==> src/rtl/mem_arbiter_pkg.sv <==
// -----------------------------------------------------------------------------
// mem_arbiter_pkg
// Shared definitions for the memory-bus arbiter: the FSM state encoding, the
// default bus timeout, the reset-active level, the pipeline stall level and
// the all-bytes byte-enable pattern used for instruction fetches.
//
// No ports (package).
// -----------------------------------------------------------------------------
package mem_arbiter_pkg;

   // Arbiter FSM states. The bus is idle, or owned by the fetch port, or owned
   // by the load/store port.
   typedef enum logic [1:0] {
      ST_IDLE   = 2'b00,
      ST_GNT_IF = 2'b01,
      ST_GNT_LS = 2'b10
   } arb_state_e;

   // Cycles a granted requester may wait for m_ack_i before a bus error.
   localparam logic [7:0] TIMEOUT_DEFAULT = 8'd255;

   // Level of rst that resets the block.
   localparam logic RST_ENABLE = 1'b1;

   // Levels of stallreq_o toward the pipeline controller.
   localparam logic STOP    = 1'b1;
   localparam logic NO_STOP = 1'b0;

   // Fetches always read a whole word.
   localparam logic [3:0] SEL_ALL = 4'hF;

endpackage

==> src/rtl/mem_arbiter_timer.sv <==
// -----------------------------------------------------------------------------
// mem_arbiter_timer
// Bus-timeout counter for the arbiter. The count is cleared while 'clear' is
// high, advances by one on each cycle 'enable' is high, and 'expired' reports
// (combinationally) that the count has reached LIMIT. The count saturates at
// LIMIT so it can never wrap back below it.
//
// Parameters:
//   LIMIT    cycles to wait before expiring (1..255)
// Ports:
//   clk      in   clock, rising edge
//   rst      in   synchronous reset, active high
//   clear    in   force the count to zero
//   enable   in   advance the count this cycle
//   expired  out  count has reached LIMIT
// -----------------------------------------------------------------------------
module mem_arbiter_timer
   import mem_arbiter_pkg::*;
#(
   parameter logic [7:0] LIMIT = TIMEOUT_DEFAULT
) (
   input  logic clk,
   input  logic rst,
   input  logic clear,
   input  logic enable,
   output logic expired
);

   logic [7:0] count;

   // The counter. Clear has priority over enable so a grant always starts
   // from zero; once expired the count holds so a stray enable cannot push it
   // past LIMIT and wrap around.
   always_ff @(posedge clk) begin
      if (rst == RST_ENABLE) begin
         count <= 8'd0;
      end else if (clear) begin
         count <= 8'd0;
      end else if (enable && !expired) begin
         count <= count + 8'd1;
      end
   end

   assign expired = (count == LIMIT);

endmodule

==> src/rtl/mem_arbiter.sv <==
// -----------------------------------------------------------------------------
// mem_arbiter
// Shares one memory bus between an instruction-fetch port (read only) and a
// load/store port. A three-state FSM grants the bus to one owner at a time;
// the owner's request is passed straight through to the bus and completes on
// m_ack_i, or on a timeout that returns zero data and pulses bus_err_o. Every
// transaction is followed by one idle cycle before the next grant.
//
// Build option:
//   MEM_ARB_RR_EN  when defined, simultaneous requests in IDLE are granted
//                  to the port that was not served last (round robin);
//                  when undefined, load/store always wins ties.
//
// Parameters:
//   TIMEOUT      cycles allowed for m_ack_i before a bus error (1..255)
// Ports:
//   clk          in   clock, rising edge
//   rst          in   synchronous reset, active high
//   if_req_i     in   fetch request, held until if_ack_o
//   if_addr_i    in   fetch address [31:0]
//   if_rdata_o   out  fetch data [31:0], valid with if_ack_o
//   if_ack_o     out  fetch complete, one-cycle pulse
//   ls_req_i     in   load/store request, held until ls_ack_o
//   ls_we_i      in   1 = store, 0 = load
//   ls_sel_i     in   byte enables [3:0]
//   ls_addr_i    in   load/store address [31:0]
//   ls_wdata_i   in   store data [31:0]
//   ls_rdata_o   out  load data [31:0], valid with ls_ack_o
//   ls_ack_o     out  load/store complete, one-cycle pulse
//   m_req_o      out  bus request
//   m_we_o       out  bus write enable
//   m_sel_o      out  bus byte enables [3:0]
//   m_addr_o     out  bus address [31:0]
//   m_wdata_o    out  bus write data [31:0]
//   m_rdata_i    in   bus read data [31:0]
//   m_ack_i      in   bus acknowledge
//   stallreq_o   out  stall the pipeline while any request is outstanding
//   bus_err_o    out  one-cycle pulse on timeout
// -----------------------------------------------------------------------------
module mem_arbiter
   import mem_arbiter_pkg::*;
#(
   parameter logic [7:0] TIMEOUT = TIMEOUT_DEFAULT
) (
   input  logic        clk,
   input  logic        rst,

   input  logic        if_req_i,
   input  logic [31:0] if_addr_i,
   output logic [31:0] if_rdata_o,
   output logic        if_ack_o,

   input  logic        ls_req_i,
   input  logic        ls_we_i,
   input  logic [3:0]  ls_sel_i,
   input  logic [31:0] ls_addr_i,
   input  logic [31:0] ls_wdata_i,
   output logic [31:0] ls_rdata_o,
   output logic        ls_ack_o,

   output logic        m_req_o,
   output logic        m_we_o,
   output logic [3:0]  m_sel_o,
   output logic [31:0] m_addr_o,
   output logic [31:0] m_wdata_o,
   input  logic [31:0] m_rdata_i,
   input  logic        m_ack_i,

   output logic        stallreq_o,
   output logic        bus_err_o
);

   arb_state_e state;
   arb_state_e state_next;

   logic in_grant;
   logic grant_done;
   logic prefer_ls;
   logic timer_clear;
   logic timer_enable;
   logic timer_expired;

   // State register. Reset drops any grant in flight without acknowledging
   // it, so a late m_ack_i simply lands in IDLE and is ignored.
   always_ff @(posedge clk) begin
      if (rst == RST_ENABLE) begin
         state <= ST_IDLE;
      end else begin
         state <= state_next;
      end
   end

   // A grant finishes on an ack or a timeout, whichever comes first. The
   // counter is held clear throughout IDLE, which guarantees it starts from
   // zero on the first cycle of every grant, and only advances on grant
   // cycles that did not finish.
   assign in_grant     = (state != ST_IDLE);
   assign grant_done   = in_grant & (m_ack_i | timer_expired);
   assign timer_clear  = ~in_grant;
   assign timer_enable = in_grant & ~grant_done;

   mem_arbiter_timer #(
      .LIMIT   (TIMEOUT)
   ) u_timer (
      .clk     (clk),
      .rst     (rst),
      .clear   (timer_clear),
      .enable  (timer_enable),
      .expired (timer_expired)
   );

`ifdef MEM_ARB_RR_EN
   logic last_ls;

   // Remember who finished last so a tie in IDLE goes to the other port.
   // Reset leaves the pointer favouring load/store.
   always_ff @(posedge clk) begin
      if (rst == RST_ENABLE) begin
         last_ls <= 1'b0;
      end else if (grant_done) begin
         last_ls <= (state == ST_GNT_LS);
      end
   end

   assign prefer_ls = ~last_ls;
`else
   assign prefer_ls = 1'b1;
`endif

   // Next-state and output decode. Everything defaults to zero so that the
   // bus is quiet in IDLE and read data is only non-zero alongside an ack.
   // An ack in the same cycle as the timeout is treated as a normal ack.
   always_comb begin
      state_next = state;
      m_req_o    = 1'b0;
      m_we_o     = 1'b0;
      m_sel_o    = 4'h0;
      m_addr_o   = 32'h0;
      m_wdata_o  = 32'h0;
      if_ack_o   = 1'b0;
      if_rdata_o = 32'h0;
      ls_ack_o   = 1'b0;
      ls_rdata_o = 32'h0;
      bus_err_o  = 1'b0;

      case (state)
         ST_IDLE: begin
            if (ls_req_i && if_req_i) begin
               state_next = prefer_ls ? ST_GNT_LS : ST_GNT_IF;
            end else if (ls_req_i) begin
               state_next = ST_GNT_LS;
            end else if (if_req_i) begin
               state_next = ST_GNT_IF;
            end
         end

         ST_GNT_IF: begin
            m_req_o  = 1'b1;
            m_sel_o  = SEL_ALL;
            m_addr_o = if_addr_i;
            if (m_ack_i) begin
               if_ack_o   = 1'b1;
               if_rdata_o = m_rdata_i;
               state_next = ST_IDLE;
            end else if (timer_expired) begin
               if_ack_o   = 1'b1;
               bus_err_o  = 1'b1;
               state_next = ST_IDLE;
            end
         end

         ST_GNT_LS: begin
            m_req_o   = 1'b1;
            m_we_o    = ls_we_i;
            m_sel_o   = ls_sel_i;
            m_addr_o  = ls_addr_i;
            m_wdata_o = ls_wdata_i;
            if (m_ack_i) begin
               ls_ack_o   = 1'b1;
               ls_rdata_o = m_rdata_i;
               state_next = ST_IDLE;
            end else if (timer_expired) begin
               ls_ack_o   = 1'b1;
               bus_err_o  = 1'b1;
               state_next = ST_IDLE;
            end
         end

         default: begin
            state_next = ST_IDLE;
         end
      endcase
   end

   // A requester stalls the pipeline until the cycle its ack arrives.
   assign stallreq_o = ((if_req_i & ~if_ack_o) | (ls_req_i & ~ls_ack_o)) ? STOP : NO_STOP;

endmodule

==> config.mk <==
export PLATFORM = sky130hd
export DESIGN_NAME = mem_arbiter
export DESIGN_NICKNAME = d
export VERILOG_FILES = /design/src/rtl/mem_arbiter_pkg.sv /design/src/rtl/mem_arbiter_timer.sv /design/src/rtl/mem_arbiter.sv
export SDC_FILE = /design/constraint.sdc
export NUM_CORES = 1
export LEC_CHECK = 0
export ABC_CLOCK_PERIOD_IN_PS = 1720
export CAP_MARGIN = 25
export CORE_AREA = 2 2 106 108
export CTS_BUF_LIST = sky130_fd_sc_hd__clkbuf_16
export DETAILED_ROUTE_END_ITERATION = 6
export DIE_AREA = 0 0 108 110
export GPL_TIMING_DRIVEN = 0
export PLACE_DENSITY = 0.69
export SYNTH_ARGS = -nofsm -noshare
export SYNTH_HDL_FRONTEND = slang
export SYNTH_SLANG_ARGS = --single-unit
==> constraint.sdc <==
create_clock -name clk -period 1.72 [get_ports clk]
set_clock_uncertainty 0.1 [all_clocks]
set_input_delay 0.258 -clock clk [delete_from_list [all_inputs] [get_ports clk]]
set_output_delay 0.258 -clock clk [all_outputs]
set_load 0.03 [all_outputs]
* Word-level counts from Yosys, hierarchy flattened
Cells that the tools add are included.
** Cells by class
- Add/sub/neg operators :: 1
- Eq/ne operators :: 5
- Muxes and demuxes :: 21
- Bitwise gates (word level) :: 10
- Reduce and logical (&&, ||, !) cells :: 8
** Operators with widths (count)
- $mux W32 :: 4
- $pmux W32 S2 :: 1
- $mux W2 :: 5
- $mux W1 :: 9
- $add A8 B1 Y8 const B :: 1
- $eq A8 B8 Y1 const B :: 1
- $pmux W4 S2 :: 1
- $and A1 B1 Y1 :: 4
- $ne A4 B4 Y1 const B :: 1
- $not A1 Y1 :: 4
- $pmux W2 S2 :: 1
- $reduce_or A2 Y1 :: 2
- $ne A3 B1 Y1 const B :: 1
- $eq A2 B1 Y1 const B :: 1
- $eq A2 B2 Y1 const B :: 1
- $logic_and A1 B1 Y1 :: 2
- $logic_not A2 Y1 :: 1
- $or A1 B1 Y1 :: 2
- $reduce_and A2 Y1 :: 1
- $reduce_bool A2 Y1 :: 1
- $logic_not A1 Y1 :: 1
** Storage, ports and cells
- Register bits after elaboration :: 10
- Bits of input ports :: 138
- Output and inout port bits :: 138
- Logic and storage cells :: 47

* Logic depth before layout (Yosys ltp)
Gate-level depths: netlist of run 1.
- Depth after elaboration :: 8
- Depth in mapped cells :: 6

* By module
From an unflattened synthesis of run 1, not the netlist that was laid out.
** Second synthesis, totals
- Cell total of the unflattened synthesis :: 266
- Area, all modules :: 1858.0 µm²
** By module, submodules not included
- mem_arbiter :: times used 1, cells each 221, area an instance 1432.6 µm², seq. area each 40.0 µm²
- mem_arbiter_timer :: times used 1, cells each 45, area an instance 425.4 µm², seq. area each 160.2 µm²

* Worst setup path after synthesis of run 1
No wires, ideal clock.
- Path kind :: reg-to-output
- Start :: register state[0]
- End :: output bus_err_o
- Arrival time :: 1836 ps
- Data required time :: 1362 ps
- Path slack :: -474 ps
- Cell stages (with the launch flop) :: 6
- Path buffers :: 1
- Path through :: dfxtp_1 > inv_1 > ha_1 > inv_1 > clkbuf_1 > nor3_1
** Between the ends
- Word-level cells in the longest chain between the ends :: 3
- Elaborated cells between the ends (all ways) :: 4
** RTL lines
- start, declared :: line mem_arbiter.sv:73 : arb_state_e state;
- start signal, assigned :: line mem_arbiter.sv:89 : state <= state_next;
- $eq A2 B2 Y1 or $eq A2 B1 Y1 (tied branches) :: line mem_arbiter.sv:146 : case (state)
- $reduce_or A2 Y1 (no source line) *
- $mux W1 *
- end, declared :: line mem_arbiter.sv:70 : output logic bus_err_o
Every way passes the cells marked *; elsewhere a longest branch is shown, timed or not.

* Worst setup path in the final report of run 1
- Start :: register state[0]
- End :: output m_addr_o[24]
** Between the ends
- Word-level cells in the longest chain between the ends :: 2
- Elaborated cells between the ends (all ways) :: 3
** RTL lines
- $eq A2 B2 Y1 or $eq A2 B1 Y1 (tied branches) :: line mem_arbiter.sv:146
- $pmux W32 S2 * :: line mem_arbiter.sv:146
- end, declared :: line mem_arbiter.sv:64 : output logic [31:0] m_addr_o,
Marks and branches as above.

==> results of run 1 <==
==> power groups by stage <==
| stage | logic [W] | registers [W] | clock network, W |
|---|---|---|---|
| 5_1_grt | 0.00286 | 0.000255 | 0.000428 |
| 2_1_floorplan | 0.00108 | 0.000249 | 0 |
| 6_report | 0.00274 | 0.000254 | 0.000407 |
| 3_5_place_dp | 0.00192 | 0.000250 | 0 |
| 3_3_place_gp | 0.00190 | 0.000250 | 0 |
| 4_1_cts | 0.00256 | 0.000254 | 0.000416 |
==> sequential cells by signal (all words and copies together), names as in the netlist <==
| register | flops |
|---|---|
| u_timer.count | 8 |
| state | 2 |
==> final cells by class <==
cell class | count | share of cell area (%)
Inverter | 6 | 0.500
Tap cell | 140 | 2.69
Multi-Input combinational cell | 218 | 32.9
Clock buffer | 3 | 1.15
Buffer | 31 | 7.10
Timing Repair Buffer | 320 | 52.3
Sequential cell | 10 | 3.37
==> metrics by stage <==
stage / worst slack [ns] / setup TNS (ns) / std cells / util [%] / total power [W]
global placement: -1.33 / -137.44 / 681 / 47.1 / 0.00215
detailed placement: -1.38 / -140.16 / 681 / 47.1 / 0.00217
global route: -0.293 / -22.77 / 728 / 60.8 / 0.00355
floorplan: -0.0186 / -0.179 / 266 / - / 0.00133
CTS: -0.241 / -16.94 / 705 / 57.4 / 0.00323
finish: -0.240 / -15.71 / 728 / 60.8 / 0.00340
==> layout by cell type, fill, tap and decap left out, drive strengths merged <==
master	instances
buf	180
clkdlybuf4s50	136
and3	66
nor2	42
clkbuf	36
and2	33
a22oi	32
dfxtp	10
a21oi	6
inv	6
ha	4
nand2	3
xnor2	3
nand3	3
a31oi	3
nor2b	3
nor3	3
a2111oi	2
o21ai	2
clkdlybuf4s15	2
a211oi	2
and4	1
o22ai	1
nand3b	1
or2	1
mux2i	1
a211o	1
nor4	1
a21boi	1
nand4b	1
o31ai	1
and4b	1
==> final timing paths <==
| path | start | to | slack (ns) | cells after the start |
|---|---|---|---|---|
| setup reg to reg | u_timer.count[3] | u_timer.count[6] | -0.02 | 7 |
| setup / recovery | state[0] | m_addr_o[24] | -0.24 | 7 |
| hold reg to reg | u_timer.count[5] | u_timer.count[5] | 0.38 | 1 |
| hold / removal | u_timer.count[5] | u_timer.count[5] | 0.38 | 1 |
==> cell families (layout without fill, tap and decap cells) <==
| family | after synthesis | count (layout) |
|---|---|---|
| AND/OR/NAND/NOR | 159 | 159 |
| AO/OA/AOI/OAI | 51 | 51 |
| buffers and inverters | 38 | 360 |
| flip-flops | 10 | 10 |
| adder cells (fa/ha/maj) | 4 | 4 |
| XOR/XNOR | 3 | 3 |
| multiplexers | 1 | 1 |
==> worst reg2reg max path, delay by kind of cell (launching register included) <==
kind,cells,cell delay [ns]
xor gates and xnor gates,1,0.16
buffers and inverters,3,0.40
AOI/OAI and AO/OA,1,0.37
and+or+nand+nor,2,0.24
DFF,1,0.34
==> routing by layer <==
metal / vias up / wire [um] / part of all wire, % / track usage, %
met5: - / 0 / 0 / 0
met4: 0 / 69 / 0.49 / 2.11
met3: 12 / 708 / 5.0 / 2.94
met2: 117 / 7660 / 54 / 39.3
met1: 1663 / 5720 / 40 / 25.4
li1: 1600 / - / - / -
==> repair_timing <==
item,4_1_cts,5_1_grt
hold endpoints to repair,0,0
pin swaps,42,24
cloned,13,4
resized for setup,1057,116
buffers inserted,8,22
setup endpoints to repair,142,138
==> flow_summary.yaml, run 1 <==
min_path:
  hold_class: "reg -> reg"
pwr:
  powerDensity_nw_per_um2: 523
  power_switching_w: 0.00142
  seqPwrFrac_pct: 7.5
  switching_share_pct: 41.7
  pwr-share-clk_pct: 12.0
  internal_power_w: 0.00199
  leakagePower_nw: 2.74
  ir_worst_vdd_mv: 0.446
  combPwrFrac_pct: 80.6
critical_path:
  arrival_ns: 1.60
  critical_path_class: "reg -> out"
  cp_slowest_cell: "dfxtp_4"
  start_kind: "register"
  crit_buf_inv: 4
  worstPathCellList: "inv_4 > ha_4 > clkbuf_16 > buf_12 > a22oi_2 > nor2_4 > buf_6"
  critPathMaxStageDelay_ns: 0.37
  path_delay_family: "buffers and inverters"
  required_ns: 1.36
  critPathCaptureType: "output port"
  cp_max_fo: 8
global_route:
  grt_overflow: 0
  antenna_found_initial: 0
  grt_pass1_vias: 3344
  grt_max_degree: 11
  gr-usage-all-layers_pct: 20.6
  grt_pass1_wl_um: 19300
flow_run:
  drv_cap: 0
final_layout:
  n_antenna_cell: 0
  finalInstanceArea_um2: 6500
  area.growth.synth_to_final_pct: 275
  fillers: 885
  drive_above_1_share_pct: 63.4
  nets: 732
  regArea_um2: 219
  multiInputGateArea_um2: 2140
routing:
  drc: 0
  first_iter_violations: 92
  routed-via-count: 3392
  routedWlPerCell_um: 19.4
  antenna_left: 0
  via_per_inst: 4.66
  wirelength_um: 14200
  drtPass1Iterations: 4
logic_synthesis:
  synth_fp_nets: 408
  synth_common_cells: "and3_1 (66), nor2_1 (42), and2_1 (33), a22oi_1 (32), clkbuf_1 (26)"
  synth_compound_area_share_pct: 23.6
  yosysSeqAreaShare_pct: 11.5
  synthCells: 266
  synthAdderAreaFrac_pct: 2.89
  synth-xor-area-share_pct: 1.52
  synth.mux.area_fraction_pct: 0.577
  yosysWarnings: 0
  yosysTopAreaCellShare_pct: 23.8
  syn_area_um2: 1730
  synth-async-reset-ratio_pct: 0
  synthDistinctLibCells: 33
  ys_ff_latch: 10
  synth-simple-area-share_pct: 51.0
  syn_area_per_cell_um2: 6.52
  yosys-top-cells-area: "and3_1 (24%), a22oi_1 (14%), and2_1 (12%), dfxtp_1 (12%), nor2_1 (9.1%)"
  synth_flop_cell: "dfxtp_1"
  yosys.area.top_type: "and3_1"
  synth_edf_count: 0
  synth_most_common_cell: "and3_1"
  synth_top_family_by_area: "simple AND/OR/NAND/NOR gates"
placed_design:
  portBuffers: 275
  gp_congestion: 0.891
  dpl.hpwl_um: 9660
  placed_area_um2: 5040
run_status:
  violations: "setup timing"
  status: "complete, but fails checks"
timing:
  fin_ws_ns: -0.240
  drv_slew: 0
  finalCritPeriodShare_pct: 114
  whs_ns: 0.378
  slew_headroom_pct: 75.1
  fin_crit_ns: 1.96
  rsz0062_at_grt: "true"
  fmax_mhz: 510
  setup_violations: 128
  tightest_slew_ns: 0.372
  hold_viol: 0
clock_network:
  cts-htree-levels: 1
  worst_skew_pair.late_latency_ns: 0.24
  cts_tree: "done"
  cts_made_buffers: 3
  clockRootBuffer: "clkbuf_16"
  path_clk_slew_ns: 0.04
  clk_path_buf_depth: 2
  cts.sinks: 10
  hold_buffers: 0
floorplanning:
  core_um2: 10700
  num_rows: 38
  die_h_um: 110
  die_w_um: 108
  dieArea_um2: 11900
  start_util_pct: 16.2
  num_io_pins: 276
(Power assumes the default switching activity.)
==> run 2, diff against run 1 <==
- CTS_CLUSTER_DIAMETER: unset -> 200
==> results of run 2 <==
No change in the layout: final DEF, timing and power equal those of run 1.
